--- config.mk ---
export PLATFORM = sky130hd
export DESIGN_NAME = mul_err_accum
export DESIGN_NICKNAME = d
export VERILOG_FILES = /design/src/rtl/mul_sweep_pkg.sv /design/src/rtl/mul_err_accum.sv
export SDC_FILE = /design/constraint.sdc
export NUM_CORES = 1
export LEC_CHECK = 0
export BUFFER_PORTS_ARGS = -buffer_cell sky130_fd_sc_hd__buf_2
export CAP_MARGIN = 5
export CORE_MARGIN = 10
export CORE_UTILIZATION = 45
export CTS_BUF_LIST = sky130_fd_sc_hd__clkbuf_4 sky130_fd_sc_hd__clkbuf_8
export CTS_CLUSTER_SIZE = 14
export DETAILED_ROUTE_END_ITERATION = 8
export PLACE_DENSITY_LB_ADDON = 0.08
export REMOVE_ABC_BUFFERS = 1
export SYNTH_ARGS = -nofsm -noshare
export SYNTH_HDL_FRONTEND = slang
export SYNTH_SLANG_ARGS = --single-unit
export TNS_END_PERCENT = 20
--- constraint.sdc ---
create_clock -name clk -period 4 [get_ports clk]
set_input_delay 1.2 -clock clk [delete_from_list [all_inputs] [get_ports clk]]
set_output_delay 1.2 -clock clk [all_outputs]
set_load 0.005 [all_outputs]
--- src/rtl/mul_sweep_pkg.sv ---
// Shared types and width helpers for the multiplier sweep checker.
package mul_sweep_pkg;

  typedef enum logic [1:0] {
    IDLE  = 2'd0,
    RUN   = 2'd1,
    DRAIN = 2'd2,
    DONE  = 2'd3
  } state_t;

  function automatic int prod_w(input int w);
    return 2 * w;
  endfunction

  // One extra bit so a full sweep of 2**(2w) pairs cannot wrap.
  function automatic int cnt_w(input int w);
    return 2 * w + 1;
  endfunction

  function automatic int acc_w(input int w);
    return 4 * w + 1;
  endfunction

endpackage

--- src/rtl/mul_err_accum.sv ---
// Registered compare stage followed by error counters, error sum and max tracker.
module mul_err_accum
  import mul_sweep_pkg::*;
#(
  parameter int WIDTH = 6,
  parameter int ACC_W = acc_w(WIDTH)
) (
  input  logic                        clk,
  input  logic                        rst,
  input  logic                        clr,
  input  logic                        valid,
  input  logic [prod_w(WIDTH)-1:0]    exact,
  input  logic [prod_w(WIDTH)-1:0]    dut_out,
  input  logic                        ovf,
  input  logic [WIDTH-1:0]            a,
  input  logic [WIDTH-1:0]            b,
  output logic [cnt_w(WIDTH)-1:0]     err_count,
  output logic [cnt_w(WIDTH)-1:0]     ovf_count,
  output logic [ACC_W-1:0]            sum_abs_err,
  output logic [prod_w(WIDTH)-1:0]    max_err,
  output logic [WIDTH-1:0]            max_a,
  output logic [WIDTH-1:0]            max_b
);

  localparam int PW = prod_w(WIDTH);
  localparam int CW = cnt_w(WIDTH);

  logic             cmp_valid_q, cmp_valid_d;
  logic             cmp_mis_q,   cmp_mis_d;
  logic             cmp_ovf_q,   cmp_ovf_d;
  logic [PW-1:0]    cmp_abs_q,   cmp_abs_d;
  logic [WIDTH-1:0] cmp_a_q,     cmp_a_d;
  logic [WIDTH-1:0] cmp_b_q,     cmp_b_d;

  logic [CW-1:0]    err_cnt_q,   err_cnt_d;
  logic [CW-1:0]    ovf_cnt_q,   ovf_cnt_d;
  logic [ACC_W-1:0] sum_q,       sum_d;
  logic [PW-1:0]    max_q,       max_d;
  logic [WIDTH-1:0] max_a_q,     max_a_d;
  logic [WIDTH-1:0] max_b_q,     max_b_d;

  // Ordering the subtraction keeps the magnitude within PW bits.
  always_comb begin
    cmp_valid_d = valid && !clr;
    cmp_mis_d   = valid && (exact != dut_out);
    cmp_ovf_d   = valid && ovf;
    cmp_abs_d   = (exact >= dut_out) ? (exact - dut_out) : (dut_out - exact);
    cmp_a_d     = a;
    cmp_b_d     = b;
  end

  always_comb begin
    err_cnt_d = err_cnt_q;
    ovf_cnt_d = ovf_cnt_q;
    sum_d     = sum_q;
    max_d     = max_q;
    max_a_d   = max_a_q;
    max_b_d   = max_b_q;
    if (clr) begin
      err_cnt_d = '0;
      ovf_cnt_d = '0;
      sum_d     = '0;
      max_d     = '0;
      max_a_d   = '0;
      max_b_d   = '0;
    end else if (cmp_valid_q) begin
      err_cnt_d = err_cnt_q + CW'(cmp_mis_q);
      ovf_cnt_d = ovf_cnt_q + CW'(cmp_ovf_q);
      sum_d     = sum_q + ACC_W'(cmp_abs_q);
      // Strict compare: ties keep the earliest pair.
      if (cmp_abs_q > max_q) begin
        max_d   = cmp_abs_q;
        max_a_d = cmp_a_q;
        max_b_d = cmp_b_q;
      end
    end
  end

  always_ff @(posedge clk) begin
    if (rst) begin
      cmp_valid_q <= 1'b0;
      cmp_mis_q   <= 1'b0;
      cmp_ovf_q   <= 1'b0;
      cmp_abs_q   <= '0;
      cmp_a_q     <= '0;
      cmp_b_q     <= '0;
      err_cnt_q   <= '0;
      ovf_cnt_q   <= '0;
      sum_q       <= '0;
      max_q       <= '0;
      max_a_q     <= '0;
      max_b_q     <= '0;
    end else begin
      cmp_valid_q <= cmp_valid_d;
      cmp_mis_q   <= cmp_mis_d;
      cmp_ovf_q   <= cmp_ovf_d;
      cmp_abs_q   <= cmp_abs_d;
      cmp_a_q     <= cmp_a_d;
      cmp_b_q     <= cmp_b_d;
      err_cnt_q   <= err_cnt_d;
      ovf_cnt_q   <= ovf_cnt_d;
      sum_q       <= sum_d;
      max_q       <= max_d;
      max_a_q     <= max_a_d;
      max_b_q     <= max_b_d;
    end
  end

  assign err_count   = err_cnt_q;
  assign ovf_count   = ovf_cnt_q;
  assign sum_abs_err = sum_q;
  assign max_err     = max_q;
  assign max_a       = max_a_q;
  assign max_b       = max_b_q;

endmodule

[Yosys cells after proc, flatten, opt, wreduce, memory -nomap -nowiden]
Cells that the tools add are included.
Operators by class
  reduce and logical (&&, ||, !) cells: 6
  mux-type cells: 1
  bitwise operators: 0
  magnitude comparators: 2
  $mul: 0
  shift operators: 0
  $add $sub $neg: 5
  equality and inequality tests: 1
  divide/modulo/power cells: 0
Operator list (count)
  13-bit by 1-bit adder with 13-bit output: 2
  25-bit by 12-bit adder with 25-bit output: 1
  12-bit subtractor: 2
  12-bit greater-or-equal comparator: 1
  12-bit greater-than comparator: 1
  12-bit two-way mux: 1
  12-bit != test: 1
  1-bit logical AND: 3
  2-bit AND reduction: 1
  2-bit OR reduction: 1
  1-bit logical NOT: 1
Storage, ports and cells
  memories kept: 0
  register bits after elaboration: 102
  bits in writable memories: 0
  input port bits: 41
  logic and storage cells: 27
  output and inout bits: 75
  bits in latches: 0
  ROM bits: 0

[Depth between registers and ports, before layout]
Gate-level depths: netlist of run 1.
  word-level depth: 2
  mapped depth: 10
  mapped depth without buffers: 9

[Least setup slack after synthesis of run 1]
OpenSTA, ideal clock, no wires.
  kind: input port to flip-flop
  start: input port exact[0]
  end: register cmp_abs_q[8]
  setup slack: 801 ps
  required time: 3877 ps
  data arrival time: 3076 ps
  path buffers: 1
  cell stages on the path: 9
  cell sequence: inv_1 ha_1 fa_1 o21ai_1 a41oi_2 a21oi_4 buf_12 mux2i_1 mux2_1
On the way
  cells in the longest elaborated chain, start to end: 2
  elaborated cells on any way between the ends: 4
  those cells by class: add/sub: 2; order compare: 1; mux: 1
RTL lines
  start: declaration: line mul_err_accum.sv:12  | input logic [prod_w(WIDTH)-1:0] exact,
  12-bit subtractor / 12-bit greater-or-equal comparator (equally long branches): line mul_err_accum.sv:47  | cmp_abs_d = (exact >= dut_out) ? (exact - dut_out) : (dut_out - exact);
  12-bit two-way mux *: line mul_err_accum.sv:47
  end signal: assignment: line mul_err_accum.sv:97  | cmp_abs_q <= cmp_abs_d;
  end: declaration: line mul_err_accum.sv:31  | logic [PW-1:0] cmp_abs_q, cmp_abs_d;
Mark *: on every way between the ends. The rest lies on a longest branch, timed or not.
A chain may end at the register's enable or synchronous reset.

[Worst setup path after layout of run 1]
  start: input port exact[0]
  end: register cmp_abs_q[3]
The elaborated chain is that of the path after synthesis.

==> flow_summary.yaml, run 1 <==
outcome:
  run_status: "finished clean"
cts:
  htreeDepth: 3
  cts_tree: "built"
  clock_sinks: 102
  clkLatencyLatePin_ps: 390
  root_buffer: "clkbuf_8"
  numCtsBuffers: 9
  post_cts_buffers: 0
  clk_pin_slew_ps: 100
  ctsHoldBuffers: 0
  cts_resized: 0
  clk_path_buf_depth: 2
placed_design:
  io_buffers: 115
  gp_congestion: 0.811
  dp_hpwl_mm: 12.1
  dp_slack_ps: 346
logic_synthesis:
  synth_area_leader_cell: "dfxtp_1"
  synth_ff_type: "dfxtp_1"
  ys_async_sr_fraction: 0
  synth_area_leaders: "dfxtp_1 (32%), ha_1 (10%), nor2_1 (4.8%)"
  synth-edff-count: 0
  synth-seq-area-share: 0.325
  syn_area_mm2: 0.00629
  yosys_warnings: 0
  synth_top_cell_area_share: 0.325
  syn_area_per_cell_um2: 8.08
  synth_cells: 778
  synthDistinctLibCells: 59
  synth-seq-cells: 102
detailed_routing:
  wl_met2_mm: 7.60
  drc: 0
  wl_met1_mm: 7.98
  drtIter0Drc: 290
  dr_wl_met3_um: 602
  first_pass_iters: 5
  viasPerCell: 5.51
  ant_nets: 0
  avgRoutedWirePerCell_um: 15.6
  num_vias: 5806
  drt-total-wl_mm: 16.4
  dr.max_layer_used: "met4"
die:
  die_y_um: 138
  io_pins: 116
  rows: 43
  dieArea_mm2: 0.0191
  coreArea_mm2: 0.0138
  start_util: 0.457
  die_w_um: 138
power_and_ir_drop:
  power.density_mw_per_mm2: 309
  power_leakage_uw: 0.00340
  ir_drop_mv: 0.144
finish:
  final_cell_mix: "buf_2 (115), dfxtp_1 (102), nor2_1 (78), nand2_1 (61), a21oi_1 (58)"
  synthToLayoutAreaGrowth_pct: 14.0
  final_common_cell: "buf_2"
  n_antenna_cell: 0
  finalNetCount: 963
  drive_gt1_frac: 0.176
  postLayoutCoreUtil: 0.520
sta:
  finalCritPeriodShare: 0.817
  slew_viol_final: 0
  finalHoldViolations: 0
  setup_tns_ps: 0
  setup_viol: 0
  timing.fmax_mhz: 306
  min_period_ps: 3270
  timing.slew.headroom: 0.396
  layout_setup_ws_ps: 733
  tightest_slew_ps: 906
  rsz0062_at_grt: "no"
  fin_skew_ps: 11.2
global_routing:
  antenna_found_initial: 0
  grt_pass1_wl_mm: 27.3
  grt_pass1_vias: 5635
  grtUsageTotal: 0.165
  grt_start_max_net_pins: 64
  overflow: 0
critical_path:
  endpoint_kind: "flop"
  cp_data_arrival_time_ps: 3540
  cp_max_fo: 12
  startpoint_type: "input port"
  critPathRequiredTime_ps: 4280
  critPathKind: "input port to flop"
run:
  max_cap_viol_count: 0
min_path:
  holdCritPathClass: "flop to flop"
-- per-stage QoR --
| step | hold WS (ps) | cell area, µm² | cells | total power [µW] |
|---|---|---|---|---|
| CTS | 486 | 7170 | 1053 | 2230 |
| global placement | 458 | 6970 | 1037 | 1540 |
| detailed placement | 472 | 6970 | 1037 | 1550 |
| global route | 505 | 7170 | 1053 | 2340 |
| floorplan | 463 | 6100 | 735 | 1390 |
| finish | 480 | 7170 | 1053 | 2210 |
-- power breakdown --
group          internal [µW]  switching [µW]  total (µW)
logic                    165             291         457
registers               1050            32.5        1080
clock network            305             373         678
total                   1520             697        2210
-- state kept, by name, summed over array words and instances (netlist names) --
register     count
sum_abs_err     25
err_count       13
ovf_count       13
cmp_abs_q       12
max_err         12
cmp_a_q          6
cmp_b_q          6
max_a            6
max_b            6
cmp_mis_q        1
cmp_ovf_q        1
cmp_valid_q      1
-- metal layers --
layer  up-vias  GRT usage
met5         -          0
met4         0     0.0433
met3        19     0.0322
met2       120      0.275
met1      2746      0.214
li1       2921          -
-- kinds of logic (layout without fill, tap and decap cells) --
logic type | after synthesis | after routing | share of synthesized area
AO/OA/AOI/OAI | 159 | 159 | 0.157
XOR/XNOR | 25 | 25 | 0.0348
adder cells (fa/ha/maj) | 54 | 54 | 0.111
buffers and inverters | 92 | 187 | 0.0589
flip-flops | 102 | 102 | 0.325
multiplexers | 35 | 35 | 0.0579
AND/OR/NAND/NOR | 311 | 311 | 0.256
-- synth_stat cells, types with 3 or more instances --
cell / number
a211oi_1: 5
a21o_1: 12
a21oi_1: 59
a31oi_1: 4
and3_1: 37
clkbuf_1: 38
dfxtp_1: 102
fa_1: 3
ha_1: 51
inv_1: 48
mux2_1: 10
mux2i_1: 24
nand2_1: 61
nand3_1: 36
nand4_1: 17
nor2_1: 80
nor2b_1: 24
o21a_1: 3
o21ai_0: 39
o21ai_1: 6
o21bai_1: 6
o31ai_1: 5
or3_1: 13
or4_1: 29
xnor2_1: 6
xor2_1: 19
-- layout make-up --
class	instances	area, µm²
Fill cell	1362	6610
Multi-Input combinational cell	584	3890
Sequential cell	102	2040
Timing Repair Buffer	122	628
Tap cell	180	225
Inverter	49	184
Clock buffer	11	139
Clock inverter	5	60.1
-- worst max-delay path, cell delays in order --
cell	delay (ps)
buf_2	90
inv_1	40
ha_1	220
fa_1	390
o21ai_1	300
a41oi_2	230
a21oi_4	460
mux2i_1	290
mux2_1	330
-- path summary, 6_finish.rpt --
check | start | end | slack, ps | cells past startpoint
max reg2reg | max_err[10] | max_b[5] | 1380 | 9
max | exact[0] | cmp_abs_q[3] | 730 | 9
min reg2reg | sum_abs_err[24] | sum_abs_err[24] | 480 | 2
min | sum_abs_err[24] | sum_abs_err[24] | 480 | 2
Power figures use the tool's default switching activity.
==> run 2, diff against run 1 <==
==> constraint.sdc (replaced) <==
create_clock -name clk -period 3.01 [get_ports clk]
set_input_delay 0.903 -clock clk [delete_from_list [all_inputs] [get_ports clk]]
set_output_delay 0.903 -clock clk [all_outputs]
set_load 0.005 [all_outputs]
==> run 2 against run 1 <==
Effect of this change:
- non-clock buffer count rose by 18
- largest power group unchanged
- critical path type unchanged
- final cell count rose by 1.7%
- die area stayed put
- largest cell class unchanged
- flip-flop and latch count stayed put
- sequential share of layout area decreased by 0.51 points
==> flow_summary.yaml, run 2 (synthesis gave the netlist of run 1 again) <==
outcome:
  run_status: "finished clean"
critical_path:
  cp_max_fo: 12
  endpoint_kind: "flop"
  critPathKind: "input port to flop"
  cp_data_arrival_time_ps: 3040
  critPathRequiredTime_ps: 3290
  startpoint_type: "input port"
global_routing:
  grt_pass1_vias: 5854
  grt_pass1_wl_mm: 28.1
  grt_start_max_net_pins: 55
  overflow: 0
  grtUsageTotal: 0.169
  antenna_found_initial: 0
detailed_routing:
  ant_nets: 0
  drtIter0Drc: 307
  num_vias: 5839
  viasPerCell: 5.45
  first_pass_iters: 4
  avgRoutedWirePerCell_um: 15.4
  drt-total-wl_mm: 16.5
  drc: 0
power_and_ir_drop:
  ir_drop_mv: 0.221
  power.density_mw_per_mm2: 401
  power_leakage_uw: 0.00348
finish:
  synthToLayoutAreaGrowth_pct: 16.1
  postLayoutCoreUtil: 0.530
  instances_no_fill: 1071
  final_cell_mix: "buf_2 (115), dfxtp_1 (102), nor2_1 (78), nand2_1 (61), a21oi_1 (58)"
  final_common_cell: "buf_2"
  largest_reg_flops: 25
  drive_gt1_frac: 0.193
  finalNetCount: 981
  n_antenna_cell: 0
sta:
  finalHoldViolations: 0
  timing.slew.headroom: 0.622
  setup_viol: 0
  timing.fmax_mhz: 362
  setup_tns_ps: 0
  finalCritPeriodShare: 0.917
  tightest_slew_ps: 565
  layout_setup_ws_ps: 249
  slew_viol_final: 0
  fin_skew_ps: 16.0
  min_period_ps: 2760
  rsz0062_at_grt: "no"
cts:
  clk_pin_slew_ps: 110
  post_cts_buffers: 0
  htreeDepth: 3
  clk_path_buf_depth: 2
  ctsHoldBuffers: 0
  clkLatencyLatePin_ps: 390
  clock_sinks: 102
  numCtsBuffers: 9
  cts_tree: "built"
  cts_resized: 0
  root_buffer: "clkbuf_8"
placed_design:
  dp_slack_ps: -149
  dp_hpwl_mm: 12.2
  gp_congestion: 0.854
  dp.cells: 1055
  io_buffers: 115
die:
  io_pins: 116
  start_util: 0.457
  rows: 43
  die_w_um: 138
  dieArea_mm2: 0.0191
  coreArea_mm2: 0.0138
  die_y_um: 138
min_path:
  holdCritPathClass: "flop to flop"
run:
  max_cap_viol_count: 0
[run 2: cell count changes in the layout (fill, tap and decap cells not counted)]
cell and delta:
clkinv_2 +1, bufinv_16 -1, clkinv_4 -1, buf_12 +1, inv_6 +2, clkbuf_4 -2, clkbuf_8 +1, buf_4 +17
[run 2: path summary, 6_finish.rpt]
| path | start | end | slack (ps) | depth (start not counted) |
|---|---|---|---|---|
| worst max-delay path | exact[0] | cmp_abs_q[2] | 250 | 10 |
| worst max register to register | cmp_abs_q[1] | sum_abs_err[17] | 710 | 7 |
| worst min-delay path | sum_abs_err[24] | sum_abs_err[24] | 480 | 2 |
| worst min register to register | sum_abs_err[24] | sum_abs_err[24] | 480 | 2 |
[run 2: cell type report]
| type | count | area (µm²) |
|---|---|---|
| flip-flops and latches | 102 | 2040 |
| well taps | 180 | 225 |
| clock buffers | 10 | 138 |
| fillers | 1359 | 6470 |
| inverters | 49 | 184 |
| repair buffers | 140 | 776 |
| multi-input cells | 584 | 3890 |
| clock inverters | 6 | 43.8 |
[run 2: critical path, cell delays in order]
cell     delay (ps)
buf_2            90
inv_1            40
ha_1            210
fa_1            390
o21ai_1         260
a41oi_2         200
a21oi_4         180
buf_12          160
mux2i_1         250
mux2_1          340
[run 2: layer usage]
layer / part of all wire / up-vias / routed length, µm / global-route usage
met5: 0 / - / 0 / 0
met4: 0.0098 / 0 / 162 / 0.0516
met3: 0.038 / 9 / 636 / 0.0318
met2: 0.48 / 122 / 7960 / 0.283
met1: 0.47 / 2755 / 7780 / 0.214
li1: - / 2953 / - / -
[run 2: metrics by stage]
step           hold slack (ps)  instance area, µm²  power, µW
2_1_floorplan              463                6100       1850
3_3_place_gp               458                7120       2080
3_5_place_dp               474                7120       2100
4_1_cts                    489                7300       2950
5_1_grt                    524                7300       3080
6_report                   484                7300       2920
[run 2: where the power goes]
part / leakage [µW] / total [µW] / internal, µW / switching, µW
registers: 0.000829 / 1430 / 1390 / 40.2
logic: 0.00256 / 646 / 250 / 396
clock network: 0.0000930 / 848 / 328 / 520
